File: config.mk
export PLATFORM = sky130hd
export DESIGN_NAME = score_counter
export DESIGN_NICKNAME = d
export VERILOG_FILES = /design/src/rtl/score_counter.sv
export SDC_FILE = /design/constraint.sdc
export NUM_CORES = 1
export LEC_CHECK = 0
export CAP_MARGIN = 20
export CORE_MARGIN = 5
export CORE_UTILIZATION = 44
export CTS_CLUSTER_DIAMETER = 80
export DETAILED_ROUTE_END_ITERATION = 10
export DONT_BUFFER_PORTS = 1
export PLACE_DENSITY = 0.68
export SYNTH_ARGS = -nofsm -noshare
export SYNTH_HDL_FRONTEND = slang
export SYNTH_SLANG_ARGS = --single-unit
File: constraint.sdc
create_clock -name clk_1khz -period 3.1 [get_ports clk_1khz]
set_clock_uncertainty 0.1 [all_clocks]
set_input_delay 0.31 -clock clk_1khz [delete_from_list [all_inputs] [get_ports clk_1khz]]
set_output_delay 0.31 -clock clk_1khz [all_outputs]
set_load 0.005 [all_outputs]
File: src/rtl/score_counter.sv
// Purpose: two-digit BCD score counter driven by debounced up/down pulses, with clear and saturate/wrap limits.
// Latency: one clk_1khz edge from the first high cycle of a request to the updated score and flags.
// Backpressure: none; every cycle is sampled and each request pulse yields exactly one event.
module score_counter #(
  parameter int MAX_SCORE = 99,
  parameter bit WRAP_EN   = 1'b0
) (
  input  logic       clk_1khz,
  input  logic       rst_i,
  input  logic       count_up_i,
  input  logic       count_down_i,
  input  logic       clear_i,
  output logic [3:0] score_tens_o,
  output logic [3:0] score_ones_o,
  output logic       at_max_o,
  output logic       at_min_o,
  output logic       changed_o
);

  // Limit held as BCD digits so all score arithmetic stays digit-wise.
  localparam logic [3:0] MAX_TENS = 4'(MAX_SCORE / 10);
  localparam logic [3:0] MAX_ONES = 4'(MAX_SCORE % 10);

  logic       up_q;
  logic       dn_q;
  logic       up_evt;
  logic       dn_evt;
  logic [3:0] tens_q;
  logic [3:0] ones_q;
  logic [3:0] tens_d;
  logic [3:0] ones_d;
  logic       is_max;
  logic       is_min;

  assign up_evt       = count_up_i & ~up_q;
  assign dn_evt       = count_down_i & ~dn_q;
  assign is_max       = (tens_q == MAX_TENS) && (ones_q == MAX_ONES);
  assign is_min       = (tens_q == 4'd0) && (ones_q == 4'd0);
  assign score_tens_o = tens_q;
  assign score_ones_o = ones_q;

  // Next score: clear wins, coincident up/down cancel, otherwise BCD carry/borrow with limit handling.
  always_comb begin
    tens_d = tens_q;
    ones_d = ones_q;
    if (clear_i) begin
      tens_d = 4'd0;
      ones_d = 4'd0;
    end else if (up_evt && !dn_evt) begin
      if (is_max) begin
        if (WRAP_EN) begin
          tens_d = 4'd0;
          ones_d = 4'd0;
        end
      end else if (ones_q == 4'd9) begin
        ones_d = 4'd0;
        tens_d = tens_q + 4'd1;
      end else begin
        ones_d = ones_q + 4'd1;
      end
    end else if (dn_evt && !up_evt) begin
      if (is_min) begin
        if (WRAP_EN) begin
          tens_d = MAX_TENS;
          ones_d = MAX_ONES;
        end
      end else if (ones_q == 4'd0) begin
        ones_d = 4'd9;
        tens_d = tens_q - 4'd1;
      end else begin
        ones_d = ones_q - 4'd1;
      end
    end
  end

  // Register edge-detect history, score digits and the derived flags; edge history resets high
  // so a request already asserted at reset release is ignored until it falls and rises again.
  always_ff @(posedge clk_1khz) begin
    if (rst_i) begin
      up_q      <= 1'b1;
      dn_q      <= 1'b1;
      tens_q    <= 4'd0;
      ones_q    <= 4'd0;
      at_max_o  <= 1'b0;
      at_min_o  <= 1'b1;
      changed_o <= 1'b0;
    end else begin
      up_q      <= count_up_i;
      dn_q      <= count_down_i;
      tens_q    <= tens_d;
      ones_q    <= ones_d;
      at_max_o  <= (tens_d == MAX_TENS) && (ones_d == MAX_ONES);
      at_min_o  <= (tens_d == 4'd0) && (ones_d == 4'd0);
      changed_o <= (tens_d != tens_q) || (ones_d != ones_q);
    end
  end

endmodule

==> results of run 1 <==
-- Yosys cell counts (all sizes together) (2+ instances only) --
cell type,n
a2111oi,3
a211oi,2
a21o,2
a21oi,5
a221oi,2
a31oi,4
and3,2
buf,4
clkbuf,7
dfxtp,13
ha,7
inv,9
mux2i,5
nand2,12
nand2b,6
nand3,7
nand3b,3
nand4,5
nor2,20
nor2b,2
nor3,7
nor3b,2
nor4,3
o21ai,4
or2,2
or3,2
-- area by class of cell --
cell class                 instances  area (um2)
fill                             264        1450
multi-input combinational        124         897
sequential                        13         260
tap                               31        38.8
inverter                           9        33.8
timing repair buffer               3        30.0
clock buffer                       4        26.3
-- worst max path at each step --
stage / from / endpoint / depth (start not counted)
finish: score_ones_o[0] / at_max_o / 8
detailed placement: score_ones_o[0] / at_min_o / 8
global placement: score_ones_o[0] / at_min_o / 8
CTS: score_ones_o[0] / at_max_o / 8
global route: score_ones_o[0] / at_max_o / 8
floorplan: score_ones_o[0] / at_min_o / 9
-- sequential cells by signal, indices dropped and copies added, names as in the netlist --
| signal | cells |
|---|---|
| at_min_o | 1 |
| dn_q | 1 |
| up_q | 1 |
| score_tens_o | 4 |
| score_ones_o | 4 |
| changed_o | 1 |
| at_max_o | 1 |
-- logic make-up after synthesis --
| family | share of synthesized area (%) |
|---|---|
| buffers and inverters | 6.57 |
| flip-flops | 21.0 |
| XOR/XNOR | 0.707 |
| AO/OA/AOI/OAI | 25.5 |
| multiplexers | 4.04 |
| adder cells (fa/ha/maj) | 7.07 |
| AND/OR/NAND/NOR | 35.2 |
-- per-stage QoR --
| step | util, % | cells | cell area (um2) |
|---|---|---|---|
| after floorplan | - | 157 | 1240 |
| after global placement | 45.0 | 177 | 1230 |
| after detailed placement | 45.0 | 177 | 1230 |
| after CTS | 46.7 | 183 | 1280 |
| after global routing | 47.0 | 184 | 1290 |
| final | 47.0 | 184 | 1290 |
-- worst reg2reg max path, stage by stage (launching register included) --
cell,delay (ns)
dfxtp_1,0.45
inv_1,0.17
ha_1,0.31
or3b_4,0.43
nor4_4,0.34
mux2i_1,0.29
and3_1,0.21
o2111ai_2,0.14
nor4_1,0.24
-- power groups by stage --
stage          clock (uW)  combinational [uW]  sequential [uW]
2_1_floorplan           0                62.3              181
3_3_place_gp            0                62.6              186
3_5_place_dp            0                63.7              186
4_1_cts               107                68.5              182
5_1_grt               121                76.9              184
6_report              104                70.1              182
-- placed cells by master (no fill, tap or decap), types with 2 or more instances in the layout --
cell type,Yosys,routed
ha_1,7,7
nand2b_1,6,6
or2_2,2,2
nand4_1,5,5
nor2_1,19,19
mux2i_1,5,5
clkbuf_4,0,3
or3_1,2,2
a211oi_1,2,2
nor4_1,2,2
nor3_1,6,6
and3_1,2,2
dfxtp_1,13,13
o21ai_1,2,2
dlygate4sd3_1,0,3
a2111oi_2,2,2
a21oi_1,3,3
inv_1,9,9
nor3b_2,2,2
o21ai_0,2,2
a21oi_2,2,2
a221oi_1,2,2
a31oi_1,4,4
a21o_1,2,2
nand2_1,12,12
nand3_1,7,7
nor2b_1,2,2
nand3b_1,2,2
-- per-layer routing --
| layer | GRT usage, % | wire length (um) | vias to the layer above |
|---|---|---|---|
| met2 | 27.8 | 1590 | 39 |
| met5 | 0 | 0 | - |
| met1 | 21.9 | 1410 | 577 |
| li1 | - | - | 565 |
| met3 | 2.66 | 152 | 11 |
| met4 | 9.28 | 110 | 0 |
-- repair_timing --
item,4_1_cts,5_1_grt
endpoints found under the hold margin,9,1
setup endpoints to repair,0,0
hold buffers,2,1
==> results.toml, run 1 <==
[worst_setup_path]
slowest_stage = "dfxtp_1"
path_buf_inv = 1
ff2ff_path_depth = 8
startpoint_type = "flop"
critical_path.max_fanout = 12
worst-r2r-setup-slack_ns = 0.32
required_ns = 3.18
path_cells = "inv_1 -> ha_1 -> or3b_4 -> nor4_4 -> mux2i_1 -> and3_1 -> o2111ai_2 -> nor4_1"
critical_path_class = "reg -> reg"
worstSetupEndpointType = "flop"
cp_top_family = "simple AND/OR/NAND/NOR gates"
r2r_end = "at_max_o"
cp.arrival_ns = 2.86
critPathMaxStageDelay_ns = 0.45
r2r-start = "score_ones_o[0]"

[synthesis]
synth_edf_count = 0
async_flop_share_pct = 0
avgSynthCellArea_um2 = 7.89
syn_inst = 157
synth-main-ff-cell = "dfxtp_1"
syn_area_mm2 = 0.00124
yosys_register_bits = 13
syn-num-nets = 169
synth_top_cell_by_area = "dfxtp_1"
ys.warnings.count = 0
yosysTopAreaCellShare_pct = 21.0
synth_area_leaders = "dfxtp_1 21%, ha_1 7.1%, nor2_1 5.8%, mux2i_1 4.0%, nand2_1 3.6%"
yosys.cell_types.count = 52
synth_seq_area_share_pct = 21.0

[power_and_ir_drop]
p_total_uw = 357
combPwrFrac_pct = 19.6
vdd_drop_max_uv = 204
p_int_uw = 254
p_sw_uw = 103
powerDensity_mw_per_mm2 = 277
seq_power_share_pct = 51.1
pwr-share-clk_pct = 29.3
p_leak_uw = 0.000482
p_sw_share_pct = 29.0

[global_routing]
antenna_found_initial = 0
grt_overflow = 0
grt_util_all_layers_pct = 17.3
grt_max_degree = 19
grt_pass1_wl_um = 5570
grt_pass1_vias = 1168

[clock_network]
cts_resized = 0
post-cts-setup-buffer-count = 0
cts_buffers = 3
clk_pin_slew_ns = 0.08
clockBufferDepth = 2
cts_tree = "built"
clockRootBuffer = "clkbuf_4"
ctsHtreeMaxLevel = 1
clk_latency_ns = 0.28
cts_num_sinks = 13

[detailed_routing]
viasPerCell = 6.48
wl_um = 3260
drtAntennaViolNets = 0
drt_first_pass_iters = 4
vias = 1192
wl_per_cell_um = 17.7
first_iter_violations = 54
drc = 0

[placed_design]
place_hpwl_um = 2390
portBuffers = 0
dp_slack_ns = 0.379
gp_congestion = 0.965

[hold_path]
min-delay-start = "rst_i"
min_path_type = "in -> reg"
worst_hold_path.num_cells = 1
hold_end = "up_q"

[cells_and_area]
final_layout_size_suffix_gt1_share_pct = 13.1
antenna_cells = 0
synthToLayoutAreaGrowth_pct = 3.84
layout.nets = 166

[floorplanning]
ios = 16
coreArea_mm2 = 0.00273
die_y_um = 63.1
rows = 19
fp.dieW_um = 63.1
die_area_mm2 = 0.00398
initial_core_util_pct = 45.3

[timing]
layout_setup_ws_ns = 0.318
worstMarginPinSlew_ns = 0.581
timing.hold.ws_ns = 0.0258
maxSlewViolCount = 0
fin_crit_sh_pct = 89.7
clock.fmax_mhz = 359
rsz0062_at_grt = "no"
maxSlewHeadroom_pct = 61.2
min_period_ns = 2.78
fin_tns_setup_ns = 0
finalSetupViolCount = 0
finalHoldViolations = 0

[flow_run]
drv_cap = 0

[run_status]
status = "complete, no violations"
Note: power is estimated with default switching activity, not from simulation.
==> inputs of run 2 (changes only) <==
--- a/constraint.sdc
+++ b/constraint.sdc
@@ -3,3 +3,3 @@
 set_input_delay 0.31 -clock clk_1khz [delete_from_list [all_inputs] [get_ports clk_1khz]]
 set_output_delay 0.31 -clock clk_1khz [all_outputs]
-set_load 0.005 [all_outputs]
+set_load 0.1 [all_outputs]
==> run 2 against run 1 <==
Non-clock buffer count up 7. Worst hold slack lost 0.015 ns. Wire length decreased by 1.9%. Clock power is essentially flat. First-iteration DRC count is 20% higher. Sequential power is 9% higher. Combinational power up 28%. Maximum frequency is 7.8% higher. Sequential share of layout area down 0.76 points. Final area is 3.9% higher.
==> results.toml, run 2 (synthesis gave the netlist of run 1 again) <==
[timing]
fin_crit_sh_pct = 83.3
finalSetupViolCount = 0
rsz0062_at_grt = "no"
fin_tns_setup_ns = 0
maxSlewViolCount = 0
min_period_ns = 2.58
maxSlewHeadroom_pct = 36.9
finalHoldViolations = 0
worstMarginPinSlew_ns = 0.946
clock.fmax_mhz = 387

[clock_network]
cts_buffers = 3
cts_tree = "built"
cts_resized = 0
post-cts-setup-buffer-count = 0
ctsHoldBuffers = 2
ctsHtreeMaxLevel = 1
cts_num_sinks = 13
clk_pin_slew_ns = 0.07
clk_latency_ns = 0.27
clockRootBuffer = "clkbuf_4"
clockBufferDepth = 2

[placed_design]
portBuffers = 0
dpl_cell_area_mm2 = 0.00129
gp_congestion = 0.868
place_hpwl_um = 2430

[cells_and_area]
synthToLayoutAreaGrowth_pct = 7.88
fill_cells = 267
seq_area_um2 = 260
final_common_cell = "nor2_1"
final_layout_size_suffix_gt1_share_pct = 17.5
mostFrequentLayoutCells = "19 x nor2_1, 13 x dfxtp_1, 12 x nand2_1"
postLayoutCellArea_mm2 = 0.00134
layout.nets = 173
multi_input_area_um2 = 897
antenna_cells = 0

[power_and_ir_drop]
powerDensity_mw_per_mm2 = 290
p_leak_uw = 0.000521
vdd_drop_max_uv = 303

[floorplanning]
die_area_mm2 = 0.00398
initial_core_util_pct = 45.3
fp.dieW_um = 63.1
coreArea_mm2 = 0.00273
ios = 16
rows = 19
die_y_um = 63.1

[worst_setup_path]
required_ns = 3.19
cp_top_family = "simple AND/OR/NAND/NOR gates"
critical_path_class = "reg -> reg"
path_cells = "inv_1 -> ha_1 -> or3b_4 -> nor4_4 -> mux2i_1 -> and3_1 -> o2111ai_2 -> o31ai_1"
critPathMaxStageDelay_ns = 0.42
cp.arrival_ns = 2.67
path_buf_inv = 1
slowest_stage = "or3b_4"
startpoint_type = "flop"
critical_path.max_fanout = 9
worstSetupEndpointType = "flop"

[flow_run]
drv_cap = 0

[detailed_routing]
viasPerCell = 6.28
drtAntennaViolNets = 0
vias = 1200
drt_first_pass_iters = 4
drc = 0
wl_per_cell_um = 16.7
wl_um = 3200
first_iter_violations = 65

[global_routing]
grt_overflow = 0
antenna_found_initial = 0
grt_util_all_layers_pct = 16.5
grt_max_degree = 20
grt_pass1_vias = 1120
grt_pass1_wl_um = 5400

[hold_path]
min_path_type = "in -> reg"

[run_status]
status = "complete, no violations"
run 2: worst register-to-register path: stages, from the launching register on:
cell and delay, ns:
dfxtp_1 0.39, inv_1 0.13, ha_1 0.27, or3b_4 0.42, nor4_4 0.33, mux2i_1 0.27, and3_1 0.20, o2111ai_2 0.14
o31ai_1 0.24
run 2: where the power goes:
part | switching, uW | internal [uW] | total, uW
logic | 57.2 | 32.2 | 89.4
clock network | 51.1 | 49.9 | 101
registers | 24.8 | 173 | 198
run 2: path summary, 6_finish.rpt:
path | start | end | slack [ns] | cells after the start
worst min register to register | score_tens_o[0] | score_tens_o[0] | 0.65 | 3
worst max-delay path | score_ones_o[0] | at_min_o | 0.52 | 8
worst min-delay path | clear_i | score_tens_o[1] | 0.01 | 1
worst max register to register | score_ones_o[0] | at_min_o | 0.52 | 8
run 2: stage by stage:
step / util, % / cells / hold slack [ns] / total power, uW / setup WS [ns]
2_1_floorplan: - / 157 / 0.285 / 276 / 0.184
3_3_place_gp: 47.2 / 185 / 0.283 / 285 / 0.666
3_5_place_dp: 47.2 / 185 / 0.281 / 285 / 0.530
4_1_cts: 48.9 / 191 / 0.000477 / 393 / 0.506
5_1_grt: 48.9 / 191 / 0.00172 / 408 / 0.274
6_report: 48.9 / 191 / 0.0108 / 388 / 0.518
run 2: area by class of cell:
cell class | count | area share [%]
inverters | 9 | 2.53
clock buffers | 4 | 1.97
well taps | 31 | 2.90
flip-flops and latches | 13 | 19.5
multi-input cells | 124 | 67.1
repair buffers | 10 | 5.99
run 2: metal layers:
layer	global-route usage (%)	vias up	routed length, um
met4	7.16	0	48
met5	0	-	0
met2	28.2	53	1600
met3	1.07	5	201
met1	21.1	557	1350
li1	-	585	-
==> inputs of run 3 (changes only) <==
Settings changed: PLACE_DENSITY 0.68 to 0.7.
Clock period 3.1 ns to 2.24 ns, I/O delays scaled along.
==> run 3 against run 2 <==
The flow now finishes with violations (setup timing). Global-route usage increased by 2.4 points. Clock power grew 43%. Worst hold slack better by 0.0076 ns. Sequential power increased by 23%. Count of clock-buffer cells in the layout unchanged. Setup slack got worse by 0.53 ns. Critical path type unchanged. Critical endpoint unchanged. Largest cell class unchanged.
==> results.toml, run 3 (synthesis gave the netlist of run 1 again) <==
[timing]
maxSlewViolCount = 0
finalHoldViolations = 0
fin_crit_sh_pct = 101
rsz0062_at_grt = "yes"
layout_setup_ws_ns = -0.0136
clock.fmax_mhz = 444
maxSlewHeadroom_pct = 65.5
worstMarginPinSlew_ns = 0.516
finalSetupViolCount = 1
min_period_ns = 2.25

[floorplanning]
initial_core_util_pct = 45.3
rows = 19
fp.dieW_um = 63.1
coreArea_mm2 = 0.00273
die_y_um = 63.1
die_area_mm2 = 0.00398
ios = 16

[placed_design]
portBuffers = 0
dpl_cell_area_mm2 = 0.00146
dp.cells = 202
dp_slack_ns = -0.0178
place_hpwl_um = 2750
gp_congestion = 0.951

[clock_network]
clockBufferDepth = 2
clk_pin_slew_ns = 0.09
clk_latency_ns = 0.27
ctsHtreeMaxLevel = 1
cts_tree = "built"
cts_buffers = 3
cts_num_sinks = 13
clockRootBuffer = "clkbuf_4"

[flow_run]
drv_cap = 0

[detailed_routing]
viasPerCell = 6.18
wl_per_cell_um = 17.3
drt_first_pass_iters = 4
drtAntennaViolNets = 0
first_iter_violations = 87
drc = 0
wl_um = 3720
vias = 1328

[cells_and_area]
post-route-util_pct = 58.4
fin_cells = 215
postLayoutCellArea_mm2 = 0.00160
mostFrequentLayoutCells = "30 x buf_4, 19 x nor2_1, 12 x nand2_1"
final_common_cell = "buf_4"
final_layout_size_suffix_gt1_share_pct = 37.5
antenna_cells = 0
synthToLayoutAreaGrowth_pct = 29.0
fill_cells = 241
layout.nets = 197

[power_and_ir_drop]
powerDensity_mw_per_mm2 = 355
p_sw_uw = 199
p_leak_uw = 0.000648
vdd_drop_max_uv = 403
seq_power_share_pct = 43.0
p_sw_share_pct = 35.1
p_int_uw = 368
pwr-share-clk_pct = 25.4
p_total_uw = 567
combPwrFrac_pct = 31.6

[worst_setup_path]
startpoint_type = "flop"
ff2ff_path_depth = 8
r2r_end = "at_min_o"
required_ns = 2.32
critical_path_class = "reg -> reg"
cp.arrival_ns = 2.33
critical_path.max_fanout = 6
worst-r2r-setup-slack_ns = -0.01
r2r-start = "score_ones_o[0]"
worstSetupEndpointType = "flop"

[global_routing]
grt_util_all_layers_pct = 18.9
grt_pass1_vias = 1290
antenna_found_initial = 0
grt_max_degree = 18
grt_pass1_wl_um = 6220
grt_overflow = 0

[hold_path]
min-delay-start = "clear_i"
worst_hold_path.num_cells = 2
hold_end = "score_tens_o[2]"
min_path_type = "in -> reg"

[run_status]
status = "complete, but fails checks"
violations = "setup timing"
## run 3: cell count changes in the layout (fill, tap and decap cells not counted), sizes merged
cell	before	now
buf	8	30
dlygate4sd3	2	4
## run 3: critical path, stage by stage (launching register included)
cell	delay [ns]
dfxtp_4	0.36
inv_4	0.06
ha_4	0.15
or3b_4	0.40
nor4_4	0.25
o21bai_2	0.20
mux2i_2	0.30
nand2_1	0.09
o31ai_2	0.25
## run 3: power by group through the flow
stage               registers, uW  clock network, uW  logic, uW
floorplan                     291                  0       90.5
global placement              249                  0        159
detailed placement            249                  0        160
CTS                           244                146        173
global route                  246                165        190
finish                        244                144        179
## run 3: how the worst max path moves through the flow
stage | from | to | slack (ns) | cells after the start
floorplan | score_ones_o[1] | at_min_o | -0.07 | 9
global placement | score_ones_o[1] | at_max_o | 0.05 | 8
detailed placement | score_ones_o[0] | at_min_o | -0.02 | 8
CTS | score_ones_o[0] | at_min_o | -0.007 | 8
global route | score_ones_o[1] | at_min_o | -0.10 | 8
finish | score_ones_o[0] | at_min_o | -0.01 | 8
## run 3: timing repair
| item | CTS | global route |
|---|---|---|
| gates resized for setup | 2 | 4 |
| setup endpoints to repair | 2 | 3 |
| hold buffers | 4 | 0 |
| hold endpoints to repair | 12 | 0 |
| setup buffers | 2 | 3 |
| pin swaps | 2 | 2 |
## run 3: layout make-up
type	count	area (um2)	area share [%]
well taps	31	38.8	2.43
multi-input cells	124	946	59.2
clock buffers	4	26.3	1.64
repair buffers	34	265	16.6
inverters	9	38.8	2.43
flip-flops and latches	13	283	17.7
## run 3: layer usage
metal | vias to the layer above | global-route usage, % | wire length (um)
met5 | - | 0 | 0
met4 | 0 | 5.31 | 58
met3 | 8 | 1.42 | 220
met2 | 64 | 32.9 | 1890
met1 | 628 | 24.6 | 1550
li1 | 628 | - | -
## run 3: metrics by stage
| step | hold WS (ns) | setup TNS (ns) |
|---|---|---|
| after floorplan | 0.191 | -0.0995 |
| final | 0.0184 | -0.0136 |
| after detailed placement | 0.191 | -0.0178 |
| after global placement | 0.189 | 0 |
| after global routing | 0.00689 | -0.210 |
| after CTS | 0.0182 | -0.00698 |
